[src/rtl/jk_counter_pkg.sv]
// Shared definitions for the JK counter slice.
// Holds the JK command encoding used by the excitation logic and the
// storage cells, plus the nominal gate-level timing budget figures.
package jk_counter_pkg;

   // JK command encoding, packed as {j, k}
   typedef enum logic [1:0] {
      JK_HOLD   = 2'b00,
      JK_RESET  = 2'b01,
      JK_SET    = 2'b10,
      JK_TOGGLE = 2'b11
   } jk_cmd_e;

   // Nominal gate delay (ps) and the extra levels beyond the AND chain
   // that the excitation path is budgeted for (wrap compare + mux).
   localparam int unsigned GATE_DELAY_PS    = 100;
   localparam int unsigned EXCITE_EXTRA_LVL = 4;

   // Excitation levels for a counter of the given width
   function automatic int unsigned excite_levels(input int unsigned width);
      return width + EXCITE_EXTRA_LVL;
   endfunction

endpackage : jk_counter_pkg

[src/rtl/jk_cell.sv]
// One JK storage bit with asynchronous active-low clear.
// Ports:
//   clk    - rising-edge clock
//   _reset - asynchronous active-low clear (q -> 0)
//   j, k   - JK excitation inputs
//   q      - stored bit
//   _q     - complement of q
module jk_cell
   import jk_counter_pkg::*;
(
   input  logic clk,
   input  logic _reset,
   input  logic j,
   input  logic k,
   output logic q,
   output logic _q
);

   jk_cmd_e cmd;

   assign cmd = jk_cmd_e'({j, k});

   // JK storage element
   always_ff @(posedge clk or negedge _reset) begin
      if (!_reset) begin
         q <= 1'b0;
      end else begin
         unique case (cmd)
            JK_HOLD:   q <= q;
            JK_RESET:  q <= 1'b0;
            JK_SET:    q <= 1'b1;
            JK_TOGGLE: q <= ~q;
            default:   q <= q;
         endcase
      end
   end

   // Complement derived from q so the pair can never disagree
   assign _q = ~q;

endmodule : jk_cell

[src/rtl/jk_counter.sv]
// Modulo up/down counter built from JK storage cells.
// The top level only computes per-bit J/K commands; all state lives in
// the jk_cell bank.
// Ports:
//   clk    - rising-edge clock
//   _reset - asynchronous active-low clear
//   en     - count enable
//   up     - direction (1 = increment, 0 = decrement)
//   load   - synchronous parallel load, overrides en
//   din    - load value (out-of-range values load 0)
//   q      - current count
//   _q     - complement of q
//   tc     - terminal count (combinational), high when the next edge wraps
module jk_counter
   import jk_counter_pkg::*;
#(
   parameter int unsigned WIDTH   = 4,
   parameter int unsigned MODULUS = 10
) (
   input  logic             clk,
   input  logic             _reset,
   input  logic             en,
   input  logic             up,
   input  logic             load,
   input  logic [WIDTH-1:0] din,
   output logic [WIDTH-1:0] q,
   output logic [WIDTH-1:0] _q,
   output logic             tc
);

   localparam logic [WIDTH-1:0] MAX_Q = WIDTH'(MODULUS - 1);

   logic [WIDTH-1:0] j;
   logic [WIDTH-1:0] k;
   logic [WIDTH-1:0] ones_below;
   logic [WIDTH-1:0] zeros_below;
   logic             at_max;
   logic             at_zero;
   logic             din_ok;

   // Carry/borrow lookahead: bit i toggles when all lower bits are 1 (up)
   // or all lower bits are 0 (down).
   assign ones_below[0]  = 1'b1;
   assign zeros_below[0] = 1'b1;
   for (genvar i = 1; i < WIDTH; i++) begin : g_chain
      assign ones_below[i]  = ones_below[i-1]  &  q[i-1];
      assign zeros_below[i] = zeros_below[i-1] & ~q[i-1];
   end

   assign at_max  = (q == MAX_Q);
   assign at_zero = (q == '0);
   assign din_ok  = (32'(din) < MODULUS);

   // Per-bit excitation: load > count > hold
   always_comb begin
      j = '0;
      k = '0;
      if (load) begin
         if (din_ok) begin
            j = din;
            k = ~din;
         end else begin
            k = '1;
         end
      end else if (en) begin
         if (up) begin
            if (at_max) begin
               k = '1;
            end else begin
               j = ones_below;
               k = ones_below;
            end
         end else begin
            if (at_zero) begin
               j = MAX_Q;
               k = ~MAX_Q;
            end else begin
               j = zeros_below;
               k = zeros_below;
            end
         end
      end
   end

   // Terminal count is suppressed while held in reset
   assign tc = _reset & en & ~load & ((up & at_max) | (~up & at_zero));

   // Storage bank
   for (genvar i = 0; i < WIDTH; i++) begin : g_cell
      jk_cell u_cell (
         .clk    (clk),
         ._reset (_reset),
         .j      (j[i]),
         .k      (k[i]),
         .q      (q[i]),
         ._q     (_q[i])
      );
   end

endmodule : jk_counter

[config.mk]
export PLATFORM = sky130hd
export DESIGN_NAME = jk_counter
export DESIGN_NICKNAME = d
export VERILOG_FILES = /design/src/rtl/jk_counter_pkg.sv /design/src/rtl/jk_cell.sv /design/src/rtl/jk_counter.sv
export SDC_FILE = /design/constraint.sdc
export NUM_CORES = 1
export LEC_CHECK = 0
export CAP_MARGIN = 20
export CORE_AREA = 2 2 39 41
export CTS_CLUSTER_SIZE = 12
export DETAILED_ROUTE_END_ITERATION = 10
export DIE_AREA = 0 0 41 43
export PLACE_DENSITY_LB_ADDON = 0.2
export SLEW_MARGIN = 30
export SYNTH_ARGS = -nofsm -noshare
export SYNTH_HDL_FRONTEND = slang
export SYNTH_SLANG_ARGS = --single-unit
[constraint.sdc]
create_clock -name clk -period 3.9 [get_ports clk]
set_input_delay 0.975 -clock clk [delete_from_list [all_inputs] [get_ports clk]]
set_output_delay 0.975 -clock clk [all_outputs]
set_load 0.1 [all_outputs]
==> results by group, run 1 <==
Run status
  • Status: completed

Setup path
  • Worst path slowest cell: clkdlybuf4s50_1
  • Crit path buf inv count: 2
  • Critical path data required time: 2.92 ns
  • Critical Path Max Stage Delay: 0.53 ns
  • Crit path DAT: 2.37 ns
  • Worst setup EP type: output pin
  • Type of the worst setup path: primary input to output pin
  • Worst Reg2Reg Path Length in Cells: 4
  • Delay-heaviest family, CP: buffers and inverters
  • Worst-path fanout max: 8
  • Critical path startpoint category: primary input
  • Reg-to-Reg Start: g_cell[0].u_cell.q
  • Reg2reg setup slack: between 2 and 2.5 ns
  • Reg2reg end: g_cell[2].u_cell.q
  • Critical path, cell by cell: clkdlybuf4s50_1 > or2_1 > o21ai_0 > and4_1 > buf_12

Logic synthesis
  • EDFF count, synth: 0
  • Register area share after synthesis: 22.86%
  • Mean Syn Cell Area: 7.683 sq um
  • Top_reg_cell synth: dfrtp_1
  • Cells after Synth: 57
  • Synth async-reset ratio: 100.0%
  • Flops & latches, synth: 4
  • Synth warn: 0
  • Post-Syn Area: 437.9 sq um
  • Post-synthesis cell type count: 27
  • Post-Syn Nets: 66

Route
  • Vias post-DR: slightly above 400
  • Via density per instance: 5.063
  • Detailed-router iteration count before antenna repair: 4
  • Avg WL per Cell: 10.75 microns
  • Initial DRC Count: 9
  • Total wire length: 860 microns
  • Remaining DRCs: 0
  • Post-DRT Antenna Nets: 0

Timing
  • RSZ-0062 raised after global routing: no
  • Min cycle time layout: 3.344 ns
  • Worst hold slack: 0.6605 ns
  • Max Clock Freq: 299.0 MHz
  • Pins Over Slew Limit: 0
  • Setup TNS: 0 ns
  • Final hold viol count: 0
  • Worst-Margin Slew: about 0.96 ns
  • Setup-failing EPs final: 0
  • Slew margin rel.: 35.72%
  • Final period util: between 80% and 90%
  • Final Skew: between 0.002 and 0.0025 ns

Min path
  • Worst Hold End: g_cell[2].u_cell.q
  • Hold_sp: g_cell[2].u_cell.q
  • Worst Hold Path Cells: 1
  • Min-delay worst type: flop to flop

GRT
  • First-pass GRT wire length: 1311 microns
  • Gr usage total: between 10% and 20%
  • Number of global-route vias before repair: between 300 and 400
  • Initial antenna violation count: 0
  • Largest net degree at the start of global routing: 12
  • Grt total ovfl: 0

Final layout
  • Top reg by flops: g_cell.u_cell.q
  • Top flop regs: g_cell.u_cell.q: 4 flops
  • Layout cells sized above 1: around a tenth
  • Commonest non-fill, non-tap cells in the layout: clkdlybuf4s50_1, o21ai_0, inv_1
  • Nets@finish: 75
  • Area Overhead vs Synth: 27.43%
  • Final core occ: between 40% and 50%
  • Most common cell after layout, fill and taps aside: clkdlybuf4s50_1
  • Flip-flop count of the largest register after layout: 4
  • Antenna diodes: 0

Die
  • Die area: 1763 sq um
  • Die W: 41 microns
  • Top-level I/O count: 18
  • Rows: 14
  • Initial Util: 31.65%
  • Core area: 1384 sq um
  • Die height: 43 microns

CTS
  • Worst-skew pair later-pin latency: 0.23 ns
  • CTS resizes: 0
  • Root Buffer: clkbuf_4
  • Clk slew on worst S/H paths: 0.04 ns
  • CTS Buffer Depth: 2
  • H-Tree Level Count: 1
  • CTS tree: yes
  • Hold-fix buffer count after cts: 0
  • Clock sink count: 4
  • Post-CTS setup buffers: 0
  • CTS Buf Count: 3

Pwr
  • LEAKAGE: 0.2185 nW
  • Worst vdd ir: approximately 0.14 mV
  • P per Cell Area: roughly 440 nW/um^2

Placed design
  • IO buf count: 17
  • Dpl hpwl: around 660 microns
  • Routability cong.: 0.7945

Job
  • Max-capacitance violation count: 0
-- through the flow --
step | setup slack, ns | power [mW] | instance area, sq um | instances
global placement | 0.5762 | 0.1972 | 535.5 | 77
detailed placement | 0.5632 | 0.1967 | 535.5 | 77
global route | 0.4572 | 0.2595 | 558.0 | 80
floorplan | 0.6643 | 0.1826 | 437.9 | 57
CTS | 0.5585 | 0.2481 | 558.0 | 80
finish | 0.5556 | 0.2461 | 558.0 | 80
-- cell usage after synthesis (2+ instances only) --
cell	count	area share (%)
a21boi_1	2	3.4
buf_2	2	2.3
buf_4	8	14
buf_6	2	5.1
dfrtp_1	4	23
inv_1	5	4.3
nand2_1	2	1.7
nand3_1	4	4.6
nor2_1	3	2.6
nor2b_1	2	2.9
o21ai_0	6	6.9
xnor2_1	2	4.0
-- worst max path at each step --
stage,cells after the start,startpoint,slack [ns],endpoint
6_report,5,up,0.56,tc
5_1_grt,5,up,0.46,tc
4_1_cts,5,up,0.56,tc
3_5_place_dp,5,up,0.56,tc
3_3_place_gp,4,load,0.58,tc
2_1_floorplan,4,up,0.66,tc
-- routing by layer --
layer,share of wire (%),global-route usage [%]
met1,46,15.53
met2,44,15.31
met3,7.3,0
met4,1.9,6.000
met5,0,0
-- cells by family (layout without fill, tap and decap cells) --
group                  Yosys count  count (layout)  synth area share (%)
buffers and inverters           18              25                 26.57
AND/OR/NAND/NOR                 17              17                 22.00
AO/OA/AOI/OAI                   15              15                 22.57
flip-flops                       4               4                 22.86
XOR/XNOR                         3               3                 6.001
-- power by group --
part	internal, mW	switching, mW	total [mW]
Sequential	0.0468	0.0139	0.0607
Combinational	0.0372	0.0984	0.136
Clock	0.0343	0.0155	0.0498
Total	0.118	0.128	0.246
-- layout make-up --
type | instances | area, sq um
fill | 155 | 825.8
multi-input combinational | 35 | 221.5
timing repair buffer | 17 | 175.2
sequential | 4 | 100.1
clock buffer | 3 | 22.52
tap | 16 | 20.02
inverter | 5 | 18.77
Power figures use the tool's default switching activity.
==> inputs of run 2 (changes only) <==
--- a/config.mk
+++ b/config.mk
@@ -5,6 +5,7 @@
 export SDC_FILE = /design/constraint.sdc
 export NUM_CORES = 1
 export LEC_CHECK = 0
+export ABC_AREA = 1
 export CAP_MARGIN = 20
 export CORE_AREA = 2 2 39 41
 export CTS_CLUSTER_SIZE = 12
==> run 2 against run 1 <==
Against the previous run: utilization rose by 2.4 points; routed wire length rose by 10%; sequential share of layout area fell by 1.0 points; worst setup slack improved by 0.14 ns; combinational power rose by 18%; global-route usage rose by 3.5 points; final cell count rose by 30%; clock skew barely moved; register-to-register slack improved by 0.37 ns; sequential cell count did not move; critical path depth rose by 2; synthesized area fell by 1.4%; highest routed layer unchanged.
==> results by group, run 2 <==
GRT
  • Number of global-route vias before repair: 409 (+33%)
  • Grt total ovfl: 0 (unchanged)
  • Gr usage total: 14.20% (+3.5 points)
  • Initial antenna violation count: 0 (unchanged)
  • First-pass GRT wire length: 1628 microns (+24%)
  • Largest net degree at the start of global routing: 7 (-5)

Timing
  • Final hold viol count: 0 (unchanged)
  • Setup-failing EPs final: 0 (unchanged)
  • Setup TNS: 0 ns (unchanged)
  • Slew margin rel.: 35.61% (-0.11 points)
  • RSZ-0062 raised after global routing: no
  • Min cycle time layout: 3.209 ns (-0.1356 ns)
  • Worst-Margin Slew: 0.9629 ns (+0.001697 ns)
  • Final Skew: 0.001654 ns (-0.0003614 ns)
  • Worst hold slack: 0.6437 ns (-0.01676 ns)
  • Max Clock Freq: 311.6 MHz (+4.2%)
  • Final period util: 82.28% (-3.5 points)
  • Pins Over Slew Limit: 0 (unchanged)

Placed design
  • Routability cong.: 0.9297 (+17%)
  • Placed cell count: 101 (+31%)
  • Dpl hpwl: 825 microns (+26%)
  • IO buf count: 17 (unchanged)

Min path
  • Worst Hold Path Cells: 3 (+2)
  • Min-delay worst type: flop to flop
  • Hold_sp: g_cell[1].u_cell.q

Logic synthesis
  • Flops & latches, synth: 4 (unchanged)
  • Cells after Synth: 76 (+33%)
  • Top_reg_cell synth: dfrtp_1
  • Leading area contributor after synthesis: dfrtp_1
  • Post-Syn Nets: 85 (+29%)
  • Post-synthesis cell type count: 13 (-52%)
  • EDFF count, synth: 0 (unchanged)
  • Most instantiated library cell after synthesis: nand2_1
  • Synth top area share: 23.19% (+0.33 points)
  • Post-Syn Area: 431.7 sq um (-1.4%)
  • Synth async-reset ratio: 100.0% (unchanged)
  • Register area share after synthesis: 23.19% (+0.33 points)
  • Synth top cells by count: nand2_1, nor2_1, buf_4, inv_1
  • Synth warn: 0 (unchanged)
  • Mean Syn Cell Area: 5.680 sq um (-26%)
  • Dominant cells by area after synthesis: dfrtp_1, nand2_1, buf_4, nor2_1, inv_1

CTS
  • Post-CTS setup buffers: 0 (unchanged)
  • CTS resizes: 0 (unchanged)
  • Root Buffer: clkbuf_4
  • CTS Buf Count: 3 (unchanged)
  • Clock sink count: 4 (unchanged)
  • Worst-skew pair later-pin latency: 0.23 ns (about the same)
  • CTS Buffer Depth: 2 (unchanged)
  • Hold-fix buffer count after cts: 0 (unchanged)
  • Clk slew on worst S/H paths: 0.03 ns (about the same)
  • H-Tree Level Count: 1 (unchanged)
  • CTS tree: yes

Die
  • Die area: 1763 sq um (unchanged)
  • Die W: 41 microns (unchanged)
  • Top-level I/O count: 18 (unchanged)
  • Core area: 1384 sq um (unchanged)
  • Die height: 43 microns (unchanged)
  • Initial Util: 31.19% (-0.45 points)
  • Rows: 14 (unchanged)

Final layout
  • Area Overhead vs Synth: 37.10%
  • Commonest non-fill, non-tap cells in the layout: nand2_1, clkdlybuf4s50_1, nor2_1
  • Layout cells sized above 1: 13.64% (+4.3 points)
  • Flip-flop count of the largest register after layout: 4 (unchanged)
  • Nets@finish: 99 (+32%)
  • Top reg by flops: g_cell.u_cell.q
  • Register area: 100.1 sq um (unchanged)
  • Most common cell after layout, fill and taps aside: nand2_1
  • Multi-input gate area: 234.0 sq um (+5.6%)
  • Top flop regs: g_cell.u_cell.q: 4 flops
  • Antenna diodes: 0 (unchanged)
  • Post-route insts no fill: 104 (+30%)
  • Number of fill cells: 173 (+12%)

Setup path
  • Crit path DAT: 2.23 ns (-0.14 ns)
  • Crit path launch: load
  • Setup crit end: tc
  • Worst Reg2Reg Path Length in Cells: 6 (+2)
  • Worst setup EP type: output pin
  • Worst-path fanout max: 5 (-3)
  • Reg2reg setup slack: 2.76 ns (+0.37 ns)
  • Type of the worst setup path: primary input to output pin
  • Critical path data required time: 2.92 ns (about the same)
  • Reg2reg end: g_cell[1].u_cell.q
  • Critical path startpoint category: primary input
  • Reg-to-Reg Start: g_cell[2].u_cell.q

Route
  • Via density per instance: 4.538 (-10%)
  • Detailed-router iteration count before antenna repair: 4 (unchanged)
  • Total wire length: 949 microns (+10%)
  • Avg WL per Cell: 9.125 microns (-15%)
  • Post-DRT Antenna Nets: 0 (unchanged)
  • Initial DRC Count: 2 (-7)
  • Remaining DRCs: 0 (unchanged)
  • Vias post-DR: 472 (+17%)

Job
  • Max-capacitance violation count: 0 (unchanged)

Pwr
  • P per Cell Area: 447.1 nW/um^2 (+1.4%)
  • Clock power frac: 18.5% (-1.7 points)
  • Sequential share of power: 21.1% (-3.6 points)
  • Switching power: 0.1432 mW (+12%)
  • LEAKAGE: 0.3028 nW (+39%)
  • Worst vdd ir: 0.1691 mV (+22%)
  • Logic pwr share: 60.3% (+5.2 points)
  • P_int: 0.1214 mW (+2.6%)
  • Sw frac: 54.12% (+2.2 points)

Run status
  • Status: completed
run 2: cell count changes in the layout (fill, tap and decap cells not counted), moves of 3 or more:
cell     change
nand2_2      +3
nand2_1     +23
o21ai_0      -6
nor2_1       +9
o21ai_1      +3
a21oi_1      +4
inv_2        +4
run 2: worst min path at each step:
| stage | endpoint | slack, ns |
|---|---|---|
| detailed placement | g_cell[1].u_cell.q | 0.64 |
| finish | g_cell[1].u_cell.q | 0.64 |
| global route | g_cell[1].u_cell.q | 0.71 |
| floorplan | g_cell[1].u_cell.q | 0.59 |
| global placement | g_cell[1].u_cell.q | 0.66 |
| CTS | g_cell[1].u_cell.q | 0.64 |
run 2: logic make-up (layout without fill, tap and decap cells):
family	Yosys count	in the layout	synth area share, %
and+or+nand+nor	45	45	42.61
buffers and inverters	18	30	22.61
DFF	4	4	23.19
xor gates and xnor gates	1	1	2.029
AOI/OAI and AO/OA	8	8	9.565
run 2: final cells by class:
type / count / share of cell area [%]
inverter: 10 / 6.342
timing repair buffer: 17 / 30.02
tap: 16 / 3.383
sequential: 4 / 16.91
clock buffer: 3 / 3.805
multi-input combinational: 54 / 39.53
run 2: worst max-delay path, stage by stage:
cell and delay, ns:
clkdlybuf4s50_1 0.48, inv_2 0.12, nand2_1 0.11, inv_2 0.07, nand2_1 0.04, a21oi_1 0.22, buf_12 0.21
run 2: through the flow:
stage | setup WS (ns) | utilization (%) | cell area, sq um | total power, mW
after detailed placement | 0.6816 | 41.14 | 569.3 | 0.2165
final | 0.6912 | 42.77 | 591.8 | 0.2646
after CTS | 0.6806 | 42.77 | 591.8 | 0.2689
after global placement | 0.6965 | 41.14 | 569.3 | 0.2172
after floorplan | 0.2350 | - | 431.7 | 0.1919
after global routing | 0.6069 | 42.77 | 591.8 | 0.2846
run 2: power groups by stage:
| stage | clock (mW) | sequential (mW) | combinational [mW] |
|---|---|---|---|
| after floorplan | 0 | 0.0541 | 0.138 |
| after detailed placement | 0 | 0.0566 | 0.160 |
| final | 0.0491 | 0.0559 | 0.160 |
| after global routing | 0.0583 | 0.0572 | 0.169 |
| after global placement | 0 | 0.0566 | 0.161 |
| after CTS | 0.0527 | 0.0561 | 0.160 |
run 2: per-layer routing:
layer / share of wire [%] / wire [microns] / track usage (%)
met1: 45 / 427 / 15.91
met2: 49 / 463 / 21.25
met3: 5.0 / 47 / 4.712
met4: 1.2 / 11 / 10.00
met5: 0 / 0 / 0
==> inputs of run 3 (changes only) <==
==> constraint.sdc (replaced) <==
create_clock -name clk -period 3.2 [get_ports clk]
set_input_delay 0.8 -clock clk [delete_from_list [all_inputs] [get_ports clk]]
set_output_delay 0.8 -clock clk [all_outputs]
set_load 0.1 [all_outputs]
==> run 3 against run 2 <==
Against the previous run: sequential cell count is the same; sequential share of layout area increased by 0.40 points; combinational power increased by 19%; non-clock buffer count unchanged; final cell count unchanged; largest power group unchanged; highest routed layer is now met3.
==> results by group, run 3 (same netlist as run 2, synthesis figures left out) <==
Die
  • Top-level I/O count: 18 (unchanged)
  • Die W: 41 microns (unchanged)
  • Die height: 43 microns (unchanged)
  • Die area: 1763 sq um (unchanged)
  • Initial Util: 31.19% (unchanged)
  • Rows: 14 (unchanged)
  • Core area: 1384 sq um (unchanged)

CTS
  • CTS Buf Count: 3 (unchanged)
  • Clk slew on worst S/H paths: 0.03 ns (about the same)
  • CTS resizes: 0 (unchanged)
  • Hold-fix buffer count after cts: 0 (unchanged)
  • Root Buffer: clkbuf_4
  • Worst-skew pair later-pin latency: 0.23 ns (about the same)
  • Clock sink count: 4 (unchanged)
  • CTS tree: yes
  • Post-CTS setup buffers: 0 (unchanged)
  • H-Tree Level Count: 1 (unchanged)
  • CTS Buffer Depth: 2 (unchanged)

Setup path
  • Crit path DAT: 1.99 ns (-0.24 ns)
  • Type of the worst setup path: primary input to output pin
  • Reg-to-Reg Start: g_cell[1].u_cell.q
  • Critical path startpoint category: primary input
  • Critical path data required time: 2.40 ns (-0.52 ns)
  • Worst setup EP type: output pin
  • Crit path launch: load
  • Worst-path fanout max: 5 (unchanged)

GRT
  • Number of global-route vias before repair: 403 (-1.5%)
  • Gr usage total: 13.62% (-0.58 points)
  • First-pass GRT wire length: 1628 microns (unchanged)
  • Grt total ovfl: 0 (unchanged)
  • Initial antenna violation count: 0 (unchanged)
  • Largest net degree at the start of global routing: 7 (unchanged)

Timing
  • Setup TNS: 0 ns (unchanged)
  • Final period util: 87.26%
  • Worst-Margin Slew: 0.2573 ns (-0.7056 ns)
  • Setup-failing EPs final: 0 (unchanged)
  • RSZ-0062 raised after global routing: no
  • Slew margin rel.: 82.73% (+47 points)
  • Min cycle time layout: 2.792 ns
  • Final hold viol count: 0 (unchanged)
  • Pins Over Slew Limit: 0 (unchanged)
  • Max Clock Freq: 358.1 MHz
  • Final Skew: 0.001615 ns (-0.00003911 ns)

Run status
  • Status: completed

Final layout
  • Post-route insts no fill: 104 (unchanged)
  • Flip-flop count of the largest register after layout: 4 (unchanged)
  • Most common cell after layout, fill and taps aside: nand2_1
  • Commonest non-fill, non-tap cells in the layout: nand2_1, nor2_1, clkdlybuf4s50_1, buf_4, inv_1
  • Top flop regs: g_cell.u_cell.q: 4 flops
  • Nets@finish: 99 (unchanged)
  • Layout cells sized above 1: 22.73% (+9.1 points)
  • Multi-input gate area: 237.7 sq um (+1.6%)
  • Register area: 100.1 sq um (unchanged)
  • Top reg by flops: g_cell.u_cell.q
  • Area Overhead vs Synth: 33.91%
  • Number of fill cells: 163 (-5.8%)
  • Antenna diodes: 0 (unchanged)

Route
  • Vias post-DR: 460 (-2.5%)
  • Initial DRC Count: 11 (+9)
  • Post-DRT Antenna Nets: 0 (unchanged)
  • Remaining DRCs: 0 (unchanged)
  • Via density per instance: 4.423 (-2.5%)
  • Detailed-router iteration count before antenna repair: 4 (unchanged)
  • Total wire length: 977 microns (+3.0%)
  • Avg WL per Cell: 9.394 microns (+3.0%)

Pwr
  • Clock power frac: 18.5% (about the same)
  • Sw frac: 54.81% (+0.69 points)
  • Sequential share of power: 21.5% (+0.4 points)
  • LEAKAGE: 0.3091 nW (+2.1%)
  • Logic pwr share: 60.0% (-0.3 points)
  • Switching power: 0.1742 mW (+22%)
  • P per Cell Area: 549.8 nW/um^2 (+23%)
  • P_int: 0.1436 mW (+18%)
  • Worst vdd ir: 0.2655 mV (+57%)

Placed design
  • Routability cong.: 0.7885 (-15%)
  • Placed cell count: 101 (unchanged)
  • Dpl hpwl: 828.6 microns (+0.44%)
  • IO buf count: 17 (unchanged)

Job
  • Max-capacitance violation count: 0 (unchanged)

Min path
  • Min-delay worst type: flop to flop
  • Hold_sp: g_cell[1].u_cell.q
-- run 3: changes by cell type in the layout (fill, tap and decap cells not counted) --
cell | before | now
a21oi_2 | 0 | 1
buf_4 | 1 | 8
clkdlybuf4s50_1 | 15 | 8
a21oi_1 | 4 | 3
-- run 3: metrics by stage --
step	hold slack [ns]	total power [mW]	utilization, %	worst slack, ns	cell area [sq um]
global route	0.7490	0.3380	41.77	0.3091	578.1
finish	0.6699	0.3178	41.77	0.4077	578.1
global placement	0.6852	0.2616	40.14	0.4146	555.5
floorplan	0.5044	0.2342	-	0.5074	435.4
detailed placement	0.6677	0.2600	40.14	0.4088	555.5
CTS	0.6731	0.3232	41.77	0.4047	578.1
-- run 3: final cells by class --
| type | instances | area share (%) |
|---|---|---|
| Multi-Input combinational cell | 54 | 41.13 |
| Inverter | 10 | 6.494 |
| Timing Repair Buffer | 17 | 27.71 |
| Sequential cell | 4 | 17.32 |
| Tap cell | 16 | 3.463 |
| Clock buffer | 3 | 3.896 |
-- run 3: routing by layer --
metal | track usage [%] | share of wire [%]
met5 | 0 | 0
met4 | 6.000 | 0
met3 | 4.712 | 7.4
met2 | 19.38 | 47
met1 | 17.97 | 45
-- run 3: final timing paths --
check,endpoint,slack [ns],cells after the start
worst max-delay path,tc,0.41,7
worst min-delay path,g_cell[1].u_cell.q,0.67,3
worst max register to register,g_cell[1].u_cell.q,2.04,6
worst min register to register,g_cell[1].u_cell.q,0.67,3
max in group asynchronous,g_cell[2].u_cell.q,2.22,1
min in group asynchronous,g_cell[1].u_cell.q,0.79,1
-- run 3: critical path: stages --
cell	delay, ns
clkdlybuf4s50_1	0.49
inv_2	0.12
nand2_1	0.11
inv_2	0.07
nand2_1	0.05
a21oi_2	0.15
buf_12	0.19
-- run 3: power by group through the flow --
stage               clock network, mW  logic, mW  registers (mW)
global route                   0.0661      0.201          0.0705
global placement                    0      0.192          0.0696
floorplan                           0      0.168          0.0659
finish                         0.0589      0.191          0.0683
detailed placement                  0      0.191          0.0692
CTS                            0.0632      0.191          0.0686
